--- src/rtl/cu_sequencer_pkg.sv ---
// Shared defaults for the control-unit sequencer: widths, opcode names,
// default state encodings and the default opcode-to-start-state map.
package cu_pkg;

    localparam int CU_OPCODE_BITS = 2;
    localparam int CU_N           = 4;
    localparam int CU_NUM_STATES  = 9;

    typedef enum logic [CU_OPCODE_BITS-1:0] {
        OP_ADD = 2'd0,
        OP_AND = 2'd1,
        OP_JMP = 2'd2,
        OP_INC = 2'd3
    } cu_opcode_e;

    localparam logic [CU_N-1:0] FETCH1 = 4'd0;
    localparam logic [CU_N-1:0] FETCH2 = 4'd1;
    localparam logic [CU_N-1:0] FETCH3 = 4'd2;
    localparam logic [CU_N-1:0] ADD1   = 4'd3;
    localparam logic [CU_N-1:0] ADD2   = 4'd4;
    localparam logic [CU_N-1:0] AND1   = 4'd5;
    localparam logic [CU_N-1:0] AND2   = 4'd6;
    localparam logic [CU_N-1:0] JMP1   = 4'd7;
    localparam logic [CU_N-1:0] INC1   = 4'd8;

    // Opcode k's start state sits at bits [k*N +: N].
    localparam logic [CU_N*(2**CU_OPCODE_BITS)-1:0] CU_START_MAP = {INC1, JMP1, AND1, ADD1};

endpackage

--- src/rtl/cu_state_decoder.sv ---
// One-hot decode of the sequencer state plus a fetch-state flag.
// Out-of-range state values decode to all zeros.
module cu_state_decoder #(
    parameter int N           = 4,
    parameter int NUM_STATES  = 9,
    parameter int FETCH_STATE = 0
) (
    input  logic [N-1:0]          q_i,
    output logic [NUM_STATES-1:0] state_oh_o,
    output logic                  at_fetch_o
);

    for (genvar i = 0; i < NUM_STATES; i++) begin : g_oh
        assign state_oh_o[i] = (q_i == N'(i));
    end

    assign at_fetch_o = (q_i == N'(FETCH_STATE));

endmodule

--- src/rtl/cu_sequencer.sv ---
// Control-unit state sequencer: dispatch, increment, branch, clear and stall.
// Define CU_SEQ_TRAP_EN to trap illegal events into a sticky err flag.
module cu_sequencer
    import cu_pkg::*;
#(
    parameter int OPCODE_BITS = CU_OPCODE_BITS,
    parameter int N           = CU_N,
    parameter int NUM_STATES  = CU_NUM_STATES,
    parameter int FETCH_STATE = 0,
    parameter logic [N*(2**OPCODE_BITS)-1:0] START_MAP = CU_START_MAP
) (
    input  logic                   clk,
    input  logic                   rst_n,
    input  logic [OPCODE_BITS-1:0] opcode,
    input  logic                   load,
    input  logic                   inc,
    input  logic                   clr,
    input  logic                   br,
    input  logic [N-1:0]           br_target,
    input  logic                   stall,
    output logic [N-1:0]           q,
    output logic [OPCODE_BITS-1:0] opcode_q,
    output logic [NUM_STATES-1:0]  state_oh,
    output logic                   at_fetch,
    output logic                   err
);

    localparam logic [N-1:0] FETCH_W = N'(FETCH_STATE);
    localparam logic [N-1:0] LAST_W  = N'(NUM_STATES - 1);
    localparam logic [N:0]   NS_W    = (N+1)'(NUM_STATES);

    logic [N-1:0]           state_q, state_d;
    logic [OPCODE_BITS-1:0] op_q, op_d;
    logic [N-1:0]           map_entry;
    logic [N:0]             inc_sum;
    logic                   map_ok, br_ok, inc_ok;

    assign map_entry = START_MAP[int'(opcode)*N +: N];
    assign map_ok    = ({1'b0, map_entry} < NS_W);
    assign br_ok     = ({1'b0, br_target} < NS_W);
    // Widened so an all-ones state cannot wrap back into the legal range.
    assign inc_sum   = {1'b0, state_q} + (N+1)'(1);
    assign inc_ok    = (inc_sum < NS_W);

`ifdef CU_SEQ_TRAP_EN
    logic err_q, err_d, illegal;
    assign illegal = (load && (!map_ok || br || inc))
                   || (!load && br && !br_ok)
                   || (!load && !br && inc && (state_q == LAST_W));
    assign err = err_q;
`else
    assign err = 1'b0;
`endif

    always_comb begin
        state_d = state_q;
        op_d    = op_q;
`ifdef CU_SEQ_TRAP_EN
        err_d   = err_q;
`endif
        if (clr) begin
            state_d = FETCH_W;
            op_d    = '0;
`ifdef CU_SEQ_TRAP_EN
            err_d   = 1'b0;
`endif
        end else if (!stall) begin
`ifdef CU_SEQ_TRAP_EN
            if (illegal) err_d = 1'b1;
            else
`endif
            if (load) begin
                op_d    = opcode;
                state_d = map_ok ? map_entry : FETCH_W;
            end else if (br) begin
                if (br_ok) state_d = br_target;
            end else if (inc) begin
                state_d = inc_ok ? inc_sum[N-1:0] : FETCH_W;
            end
        end
    end

    always_ff @(posedge clk or negedge rst_n) begin
        if (!rst_n) begin
            state_q <= FETCH_W;
            op_q    <= '0;
`ifdef CU_SEQ_TRAP_EN
            err_q   <= 1'b0;
`endif
        end else begin
            state_q <= state_d;
            op_q    <= op_d;
`ifdef CU_SEQ_TRAP_EN
            err_q   <= err_d;
`endif
        end
    end

    assign q        = state_q;
    assign opcode_q = op_q;

    cu_state_decoder #(
        .N           (N),
        .NUM_STATES  (NUM_STATES),
        .FETCH_STATE (FETCH_STATE)
    ) u_decoder (
        .q_i        (state_q),
        .state_oh_o (state_oh),
        .at_fetch_o (at_fetch)
    );

endmodule

--- config.mk ---
export PLATFORM = sky130hd
export DESIGN_NAME = cu_sequencer
export DESIGN_NICKNAME = d
export VERILOG_FILES = /design/src/rtl/cu_sequencer_pkg.sv /design/src/rtl/cu_state_decoder.sv /design/src/rtl/cu_sequencer.sv
export SDC_FILE = /design/constraint.sdc
export NUM_CORES = 1
export LEC_CHECK = 0
export ABC_CLOCK_PERIOD_IN_PS = 5200
export BUFFER_PORTS_ARGS = -buffer_cell sky130_fd_sc_hd__buf_2
export CAP_MARGIN = 20
export CORE_UTILIZATION = 50
export DETAILED_ROUTE_END_ITERATION = 10
export GPL_ROUTABILITY_DRIVEN = 1
export PLACE_DENSITY = 0.87
export SLEW_MARGIN = 20
export SYNTH_ARGS = -nofsm -noshare
export SYNTH_HDL_FRONTEND = slang
export SYNTH_SLANG_ARGS = --single-unit
--- constraint.sdc ---
create_clock -name clk -period 5.2 [get_ports clk]
set_input_delay 0.52 -clock clk [delete_from_list [all_inputs] [get_ports clk]]
set_output_delay 0.52 -clock clk [all_outputs]
set_load 0.03 [all_outputs]
==> impl_results.md, run 1 <==
* CP startpoint kind: flip-flop
* Syn avg cell area at 8.27 um2
* Min-Delay Path Class: input port to async pin
* Synth warn at 0
* Slowest stage delay, CP at 520 ps
* Vias per inst at 5.70
* Wire per inst at 12.7 um
* Cts-stage hold buffer count at 0
* Max-cap violations at 0
* Post-DP Area at 826 um2
* Largest net degree at the start of global routing at 14
* Post-CTS sizing at 0
* DP HPWL at 1220 um
* H-tree depth at 1
* Power Total at 165 uW
* Fin worst setup slack at 3260 ps
* Pre-CTS WS at 3290 ps
* Die Y at 39.5 um
* Synth Cell Area at 703 um2
* Status: completed
* Actual slew at the worst max-slew pin at 515 ps
* Final instance area at 848 um2
* Placed insts at 122
* Dominant cells by area after synthesis: dfrtp_1 21%, ha_1 14%, and2_1 7.1%
* Netlist cell types at 31
* Ports at 30
* Initial antenna violation count at 0
* Crit path max-delay family: simple AND/OR/NAND/NOR gates
* Post-Layout Cell Count at 125
* Yosys reg bits at 6
* Share of cells above drive strength 1 at 29.1%
* RSZ-0062 raised after global routing: no
* Max clock buf depth at 2
* Post-CTS setup buffers at 0
* Routability cong. at 0.879
* Die area at 1560 um2
* Max VDD drop at 153 uV
* Post-synth top area cell: dfrtp_1
* Syn Nets at 106
* Most frequent cells in the layout: 28 x buf_2, 8 x inv_1, 8 x and2_1, 8 x ha_1, 7 x nor2_1
* Slew headroom at 65.3%
* Critical path required time at 5330 ps
* Max Freq at 0.514 GHz
* Setup_tns at 0 ps
* Via Count at 712
* Sequential fraction of the synthesis area at 21.4%
* Power per Cell Area at 195 nW/um2
* Critical path cell sequence: inv_1, ha_1, nand2b_1, a31oi_1, or4_1, a21bo_1
* Leakage at 0.000462 uW
* Final setup viols at 0
* Num rows at 13
* Final hold vios at 0
* Root buffer cell: clkbuf_4
* GRT Resource Usage Total at 21.8%
* Crit path max fanout at 9
* First-pass DRT Iterations at 4
* Post-synth top area share at 21.4%
* Area grow syn2layout at 20.6%
* Clock Skew at 9.88 ps
* Initial Util at 54.0%
* Core footprint at 1300 um2
* Vias in the first global route at 573
* Clk sinks at 6
* Grt total ovfl at 0
* CTS Buf Count at 3
* Clk slew on worst S/H paths at 50 ps
* Max Slew Vio Count at 0
* PortBufs at 28
* Die width at 39.5 um
* Most common cell after layout, fill and taps aside: buf_2
* Final nets at 133
* Post-route ant nets at 0
* Clock latency at the later pin of the worst-skew pair at 240 ps
* Routed WL at 1590 um
* DRC at 0
* Critical Path Sink Type: flip-flop
* First-pass GRT wire length at 2300 um
* Final Cycle Share at 37.4%
* Crit path DAT at 2080 ps
* CTS tree: built
* DR iter-0 viols at 15
* CP Buf/Inv Count at 1
* Diode count at 0
* Crit Path Class: flip-flop to flip-flop
* Tmin final at 1940 ps
* CP max-delay cell: or4_1
* Synth Instances at 85
[Yosys cell counts]
cell,number
a211o_1,1
a211oi_1,1
a21bo_1,1
a21oi_1,4
a31oi_1,2
a32o_1,2
and2_1,8
buf_2,2
buf_4,3
clkbuf_1,1
conb_1,1
dfrtp_1,6
ha_1,8
inv_1,8
mux2i_1,3
nand2_1,2
nand2b_1,3
nand3_1,1
nor2_1,7
nor2b_1,4
nor3_1,4
nor4b_1,1
o2111a_1,1
o211ai_1,1
o311a_1,2
o31ai_1,1
o41ai_1,1
o41ai_2,1
or3b_1,1
or4_1,2
xnor2_1,2
[final timing paths]
| path | cells past startpoint | slack, ps | from | endpoint |
|---|---|---|---|---|
| max reg2reg | 6 | 3260 | q[0] | q[1] |
| max in group asynchronous | 1 | 4970 | rst_n | q[2] |
| min in group clk | 2 | 520 | clr | opcode_q[1] |
| max | 6 | 3260 | q[0] | q[1] |
| min | 1 | 90 | rst_n | q[0] |
| min reg2reg | 2 | 550 | opcode_q[1] | opcode_q[1] |
[registers in the layout (all words and copies together), names as in the netlist]
register	cells
opcode_q	2
q	4
[per-layer routing]
metal / up-vias / GRT usage, % / part of all wire [%]
met5: - / 0 / 0
met4: 0 / 2.59 / 1.1
met3: 2 / 7.39 / 5.7
met2: 31 / 40.6 / 54
met1: 332 / 23.9 / 39
li1: 347 / - / -
[per-stage QoR]
step	hold slack (ps)	util, %
4_1_cts	81.6	65.2
2_1_floorplan	224	-
3_3_place_gp	343	63.5
3_5_place_dp	347	63.5
5_1_grt	82.8	65.2
6_report	85.5	65.2
[where the power goes]
part | switching, uW | total [uW] | internal [uW]
Sequential | 6.09 | 55.8 | 49.7
Combinational | 43.1 | 67.1 | 24.0
Clock | 16.1 | 42.2 | 26.1
Total | 65.3 | 165 | 99.8
[kinds of logic (layout without fill, tap and decap cells)]
group | after synthesis | in the layout | share of synthesized area (%)
AO/OA/AOI/OAI | 18 | 18 | 21.4
XOR/XNOR | 2 | 2 | 2.49
adder cells (fa/ha/maj) | 8 | 8 | 14.2
buffers and inverters | 14 | 39 | 9.43
flip-flops | 6 | 6 | 21.4
multiplexers | 3 | 3 | 4.27
other | 1 | 1 | 0.533
AND/OR/NAND/NOR | 33 | 33 | 26.3
[cell type report]
cell class | count | area (um2)
flip-flops and latches | 6 | 150
inverters | 8 | 30.0
multi-input cells | 65 | 487
repair buffers | 28 | 140
well taps | 15 | 18.8
clock buffers | 3 | 22.5
fillers | 117 | 453
Power figures use the tool's default switching activity.
==> run 2: changes to the inputs <==
- ABC_CLOCK_PERIOD_IN_PS: 5200 -> 1900
- CORE_UTILIZATION: 50 -> 46
- PLACE_DENSITY: 0.87 -> 0.82
- clock period: 5.2 -> 1.9 ns (I/O delays scaled with it)
==> impl_results.md, run 2 (synthesized netlist as in run 1, its figures left out) <==
* GRT Resource Usage Total at 19.9%
* Switching Fraction at 38.3%
* Ports at 30
* Most frequent cells in the layout: 28 x buf_2, 8 x inv_1, 8 x and2_1, 8 x ha_1, 7 x nor2_1
* Core footprint at 1370 um2
* Root buffer cell: clkbuf_4
* Final Cycle Share at 96.0%
* Max Freq at 0.549 GHz
* Vias per inst at 5.43
* Final nets at 136
* Clock Power Share at 24.6%
* Pre-CTS WS at 52.9 ps
* Vias in the first global route at 578
* Critical path required time at 2030 ps
* RSZ-0062 raised after global routing: no
* Status: completed
* Final hold vios at 0
* Leakage at 0.000474 uW
* Clk slew on worst S/H paths at 40 ps
* Diode count at 0
* Max-cap violations at 0
* Internal at 279 uW
* Fin worst setup slack at 76.9 ps
* H-tree depth at 1
* Tmin final at 1820 ps
* CTS tree: built
* CTS Buf Count at 3
* Wire per inst at 11.6 um
* Via Count at 695
* Crit path max fanout at 7
* CP startpoint kind: flip-flop
* Routed WL at 1480 um
* Setup_tns at 0 ps
* Min-Delay Path Class: input port to flip-flop
* Die Y at 41.1 um
* Initial antenna violation count at 0
* Critical Path Sink Type: flip-flop
* Initial Util at 51.5%
* Max clock buf depth at 2
* DR iter-0 viols at 19
* Crit Path Class: flip-flop to flip-flop
* DP HPWL at 1180 um
* Combinational power share at 42.0%
* Max VDD drop at 522 uV
* Routability cong. at 0.866
* Clk sinks at 6
* Num rows at 13
* Power per Cell Area at 516 nW/um2
* Post-CTS sizing at 0
* Post-route ant nets at 0
* DRC at 0
* Final setup viols at 0
* Clock Skew at 2.04 ps
* Net Switching at 173 uW
* Die area at 1690 um2
* First-pass DRT Iterations at 4
* Actual slew at the worst max-slew pin at 516 ps
* First-pass GRT wire length at 2260 um
* Area grow syn2layout at 24.6%
* Slew headroom at 65.2%
* PortBufs at 28
* Clock latency at the later pin of the worst-skew pair at 240 ps
* Largest net degree at the start of global routing at 14
* Crit path DAT at 1950 ps
* Share of cells above drive strength 1 at 31.9%
* Die width at 41.1 um
* Fill cell count at 127
* Grt total ovfl at 0
* Most common cell after layout, fill and taps aside: buf_2
* Max Slew Vio Count at 0
* Largest register FFs at 4
* Sequential fraction of design power at 33.4%
[run 2: changes by cell type in the layout (fill, tap and decap cells not counted)]
| cell | delta |
|---|---|
| dlygate4sd3_1 | +1 |
| buf_4 | +2 |
| dfrtp_1 | -2 |
| dfrtp_2 | +2 |
[run 2: timing repair]
item	in CTS	in global routing
hold buffers	1	0
setup buffers	0	2
endpoints found under the setup margin	0	1
endpoints found under the hold margin	6	0
[run 2: worst paths after layout]
| check | start | endpoint | slack, ps | depth (start not counted) |
|---|---|---|---|---|
| setup reg to reg | q[1] | q[1] | 80 | 6 |
| hold / removal | clr | opcode_q[1] | 200 | 2 |
| min in group asynchronous | rst_n | q[3] | 300 | 2 |
| hold reg to reg | opcode_q[1] | opcode_q[1] | 530 | 2 |
| setup / recovery | q[1] | q[1] | 80 | 6 |
| max in group asynchronous | rst_n | q[0] | 1440 | 2 |
[run 2: layout make-up]
class	instances	area [um2]	area share, %
clock buffers	3	22.5	2.57
inverters	8	30.0	3.43
multi-input cells	65	487	55.6
flip-flops and latches	6	153	17.4
well taps	15	18.8	2.14
repair buffers	31	165	18.9
[run 2: worst max-delay path: stages, from the launching register on]
cell and delay [ps]:
dfrtp_2 410, inv_1 80, ha_1 310, nand2b_1 120, a31oi_1 100, or4_1 520, a21bo_1 180
[run 2: metal layers]
layer,vias up,wire [um],track usage (%)
met1,307,620,23.8
met3,0,97,6.52
met2,35,763,36.3
met5,-,0,0
met4,0,0,0
li1,353,-,-
[run 2: power groups by stage]
stage,Sequential (uW),Clock (uW),Combinational [uW]
after floorplan,163,0,124
after global routing,152,124,211
after CTS,152,116,184
final,151,111,190
after global placement,153,0,179
after detailed placement,154,0,181
[run 2: metrics by stage]
| step | hold slack, ps | utilization, % | area [um2] | total power, uW | instances |
|---|---|---|---|---|---|
| after floorplan | -106 | - | 706 | 287 | 85 |
| after global placement | 11.4 | 60.6 | 828 | 332 | 122 |
| final | 201 | 64.1 | 876 | 452 | 128 |
| after CTS | 189 | 63.0 | 861 | 452 | 126 |
| after global routing | 211 | 64.1 | 876 | 487 | 128 |
| after detailed placement | 15.1 | 60.6 | 828 | 335 | 122 |
==> run 3: changes to the inputs <==
- ABC_AREA: default -> 1
- CORE_UTILIZATION: 46 -> 45
- PLACE_DENSITY: 0.82 -> 0.81
==> impl_results.md, run 3 <==
* Die area at 1650 um2
* Post-route ant nets at 0
* Largest net degree at the start of global routing at 10
* Routed WL at 1370 um
* Cts-stage hold buffer count at 1
* Grt total ovfl at 0
* Vias per inst at 4.72
* Post-synth EDFFs at 0
* First-pass GRT wire length at 2350 um
* Top_reg_cell synth: dfrtp_1
* Critical path required time at 1710 ps
* Clock Skew at 7.38 ps
* Synth Instances at 107
* Max Slew Vio Count at 0
* CP dominant cell by count: inv_1
* Post-DP Area at 806 um2
* FFs w/ async S/R, synth at 100%
* CTS tree: built
* Post-CTS sizing at 0
* Via Count at 713
* Final instance area at 838 um2
* Area grow syn2layout at 25.2%
* Wire per inst at 9.09 um
* Most frequent cells in the layout: 28 x nand2_1, 28 x buf_2, 18 x inv_1, 17 x nor2_1, 8 x ha_1
* Ports at 30
* First-pass DRT Iterations at 5
* CP max-delay cell: dfrtp_1
* Post-synth top area share at 22.4%
* DP HPWL at 1130 um
* Initial Util at 49.6%
* Crit path DAT at 1400 ps
* Diode count at 0
* Slowest stage delay, CP at 450 ps
* Synth warn at 0
* Max VDD drop at 263 uV
* Clk slew on worst S/H paths at 50 ps
* Die Y at 40.6 um
* Critical path cell sequence: inv_1, ha_1, inv_1, nor3_1, buf_2
* Clk sinks at 6
* Setup_tns at 0 ps
* Die width at 40.6 um
* Clock latency at the later pin of the worst-skew pair at 250 ps
* Synth Cell Area at 669 um2
* Max Freq at 0.631 GHz
* Top-count cell post-synth: nand2_1
* R2R setup slack at 390 ps
* Critical Path Sink Type: output pin
* Num rows at 13
* Finished Core Util at 62.1%
* DR iter-0 viols at 16
* Netlist cell types at 20
* Vias in the first global route at 607
* Leakage at 0.000509 uW
* Final setup viols at 0
* DRC at 0
* Final hold vios at 0
* PortBufs at 28
* Hold slack final at 236 ps
* Tmin final at 1590 ps
* CP startpoint kind: flip-flop
* Max-cap violations at 0
* Crit Path Class: flip-flop to output pin
* CTS Buf Count at 3
* Initial antenna violation count at 0
* Syn Nets at 128
* Share of cells above drive strength 1 at 27.2%
* Root buffer cell: clkbuf_4
* Status: completed
* Largest register FFs at 4
* Fill cell count at 139
* Crit path max fanout at 8
* Max clock buf depth at 2
* Post-CTS setup buffers at 0
* RSZ-0062 raised after global routing: no
* Sequential fraction of the synthesis area at 22.4%
* Power per Cell Area at 598 nW/um2
* Final nets at 159
* Min-Delay Path Class: input port to flip-flop
* Final Cycle Share at 83.4%
* Yosys reg bits at 6
* H-tree depth at 1
* Routability cong. at 0.830
* Most frequent cells after synthesis: 28 x nand2_1, 18 x inv_1, 17 x nor2_1
* Dominant cells by area after synthesis: dfrtp_1 22%, nand2_1 16%, ha_1 15%
* GRT Resource Usage Total at 22.2%
* Syn avg cell area at 6.26 um2
* Core footprint at 1350 um2
* Post-synth top area cell: dfrtp_1
run 3: area by class of cell:
class	count	area [um2]	area share (%)
Tap cell	15	18.8	2.24
Clock buffer	3	22.5	2.69
Timing Repair Buffer	29	150	17.9
Inverter	19	71.3	8.51
Sequential cell	6	150	17.9
Multi-Input combinational cell	79	425	50.7
run 3: final timing paths:
check                      depth (start not counted)          end   startpoint
setup / recovery                                   5  state_oh[8]         q[0]
hold / removal                                     3  opcode_q[0]    opcode[0]
setup reg to reg                                  11         q[3]         q[0]
hold reg to reg                                    2  opcode_q[0]  opcode_q[0]
max in group asynchronous                          2  opcode_q[1]        rst_n
min in group asynchronous                          2         q[0]        rst_n
run 3: through the flow:
stage / power, uW / std cells / setup slack, ps
2_1_floorplan: 322 / 107 / 118
3_3_place_gp: 375 / 147 / 470
3_5_place_dp: 379 / 147 / 392
4_1_cts: 508 / 151 / 316
5_1_grt: 540 / 151 / 222
6_report: 501 / 151 / 314
run 3: cell families (layout without fill, tap and decap cells):
logic type | after synthesis | count (layout) | synth area share (%)
DFF | 6 | 6 | 22.4
adders and majority gates | 8 | 8 | 15.0
AOI/OAI and AO/OA | 12 | 12 | 10.5
buffers and inverters | 22 | 51 | 14.0
other | 1 | 1 | 0.560
and+or+nand+nor | 58 | 58 | 37.6
run 3: critical path, delay by kind of cell (launching register included):
| kind | cells | cell delay [ps] |
|---|---|---|
| buffers and inverters | 3 | 410 |
| DFF | 1 | 450 |
| and+or+nand+nor | 1 | 130 |
| adders and majority gates | 1 | 150 |
run 3: routing by layer:
metal  part of all wire [%]  global-route usage (%)  vias up
met5                      0                       0        -
met4                    3.6                    17.5        0
met3                    4.7                    3.33        5
met2                     45                    34.5       29
met1                     47                    26.7      292
li1                       -                       -      387
run 3: where the power goes:
group	internal, uW	switching, uW
combinational	69.9	150
sequential	140	18.2
clock	71.8	51.3
total	281	220
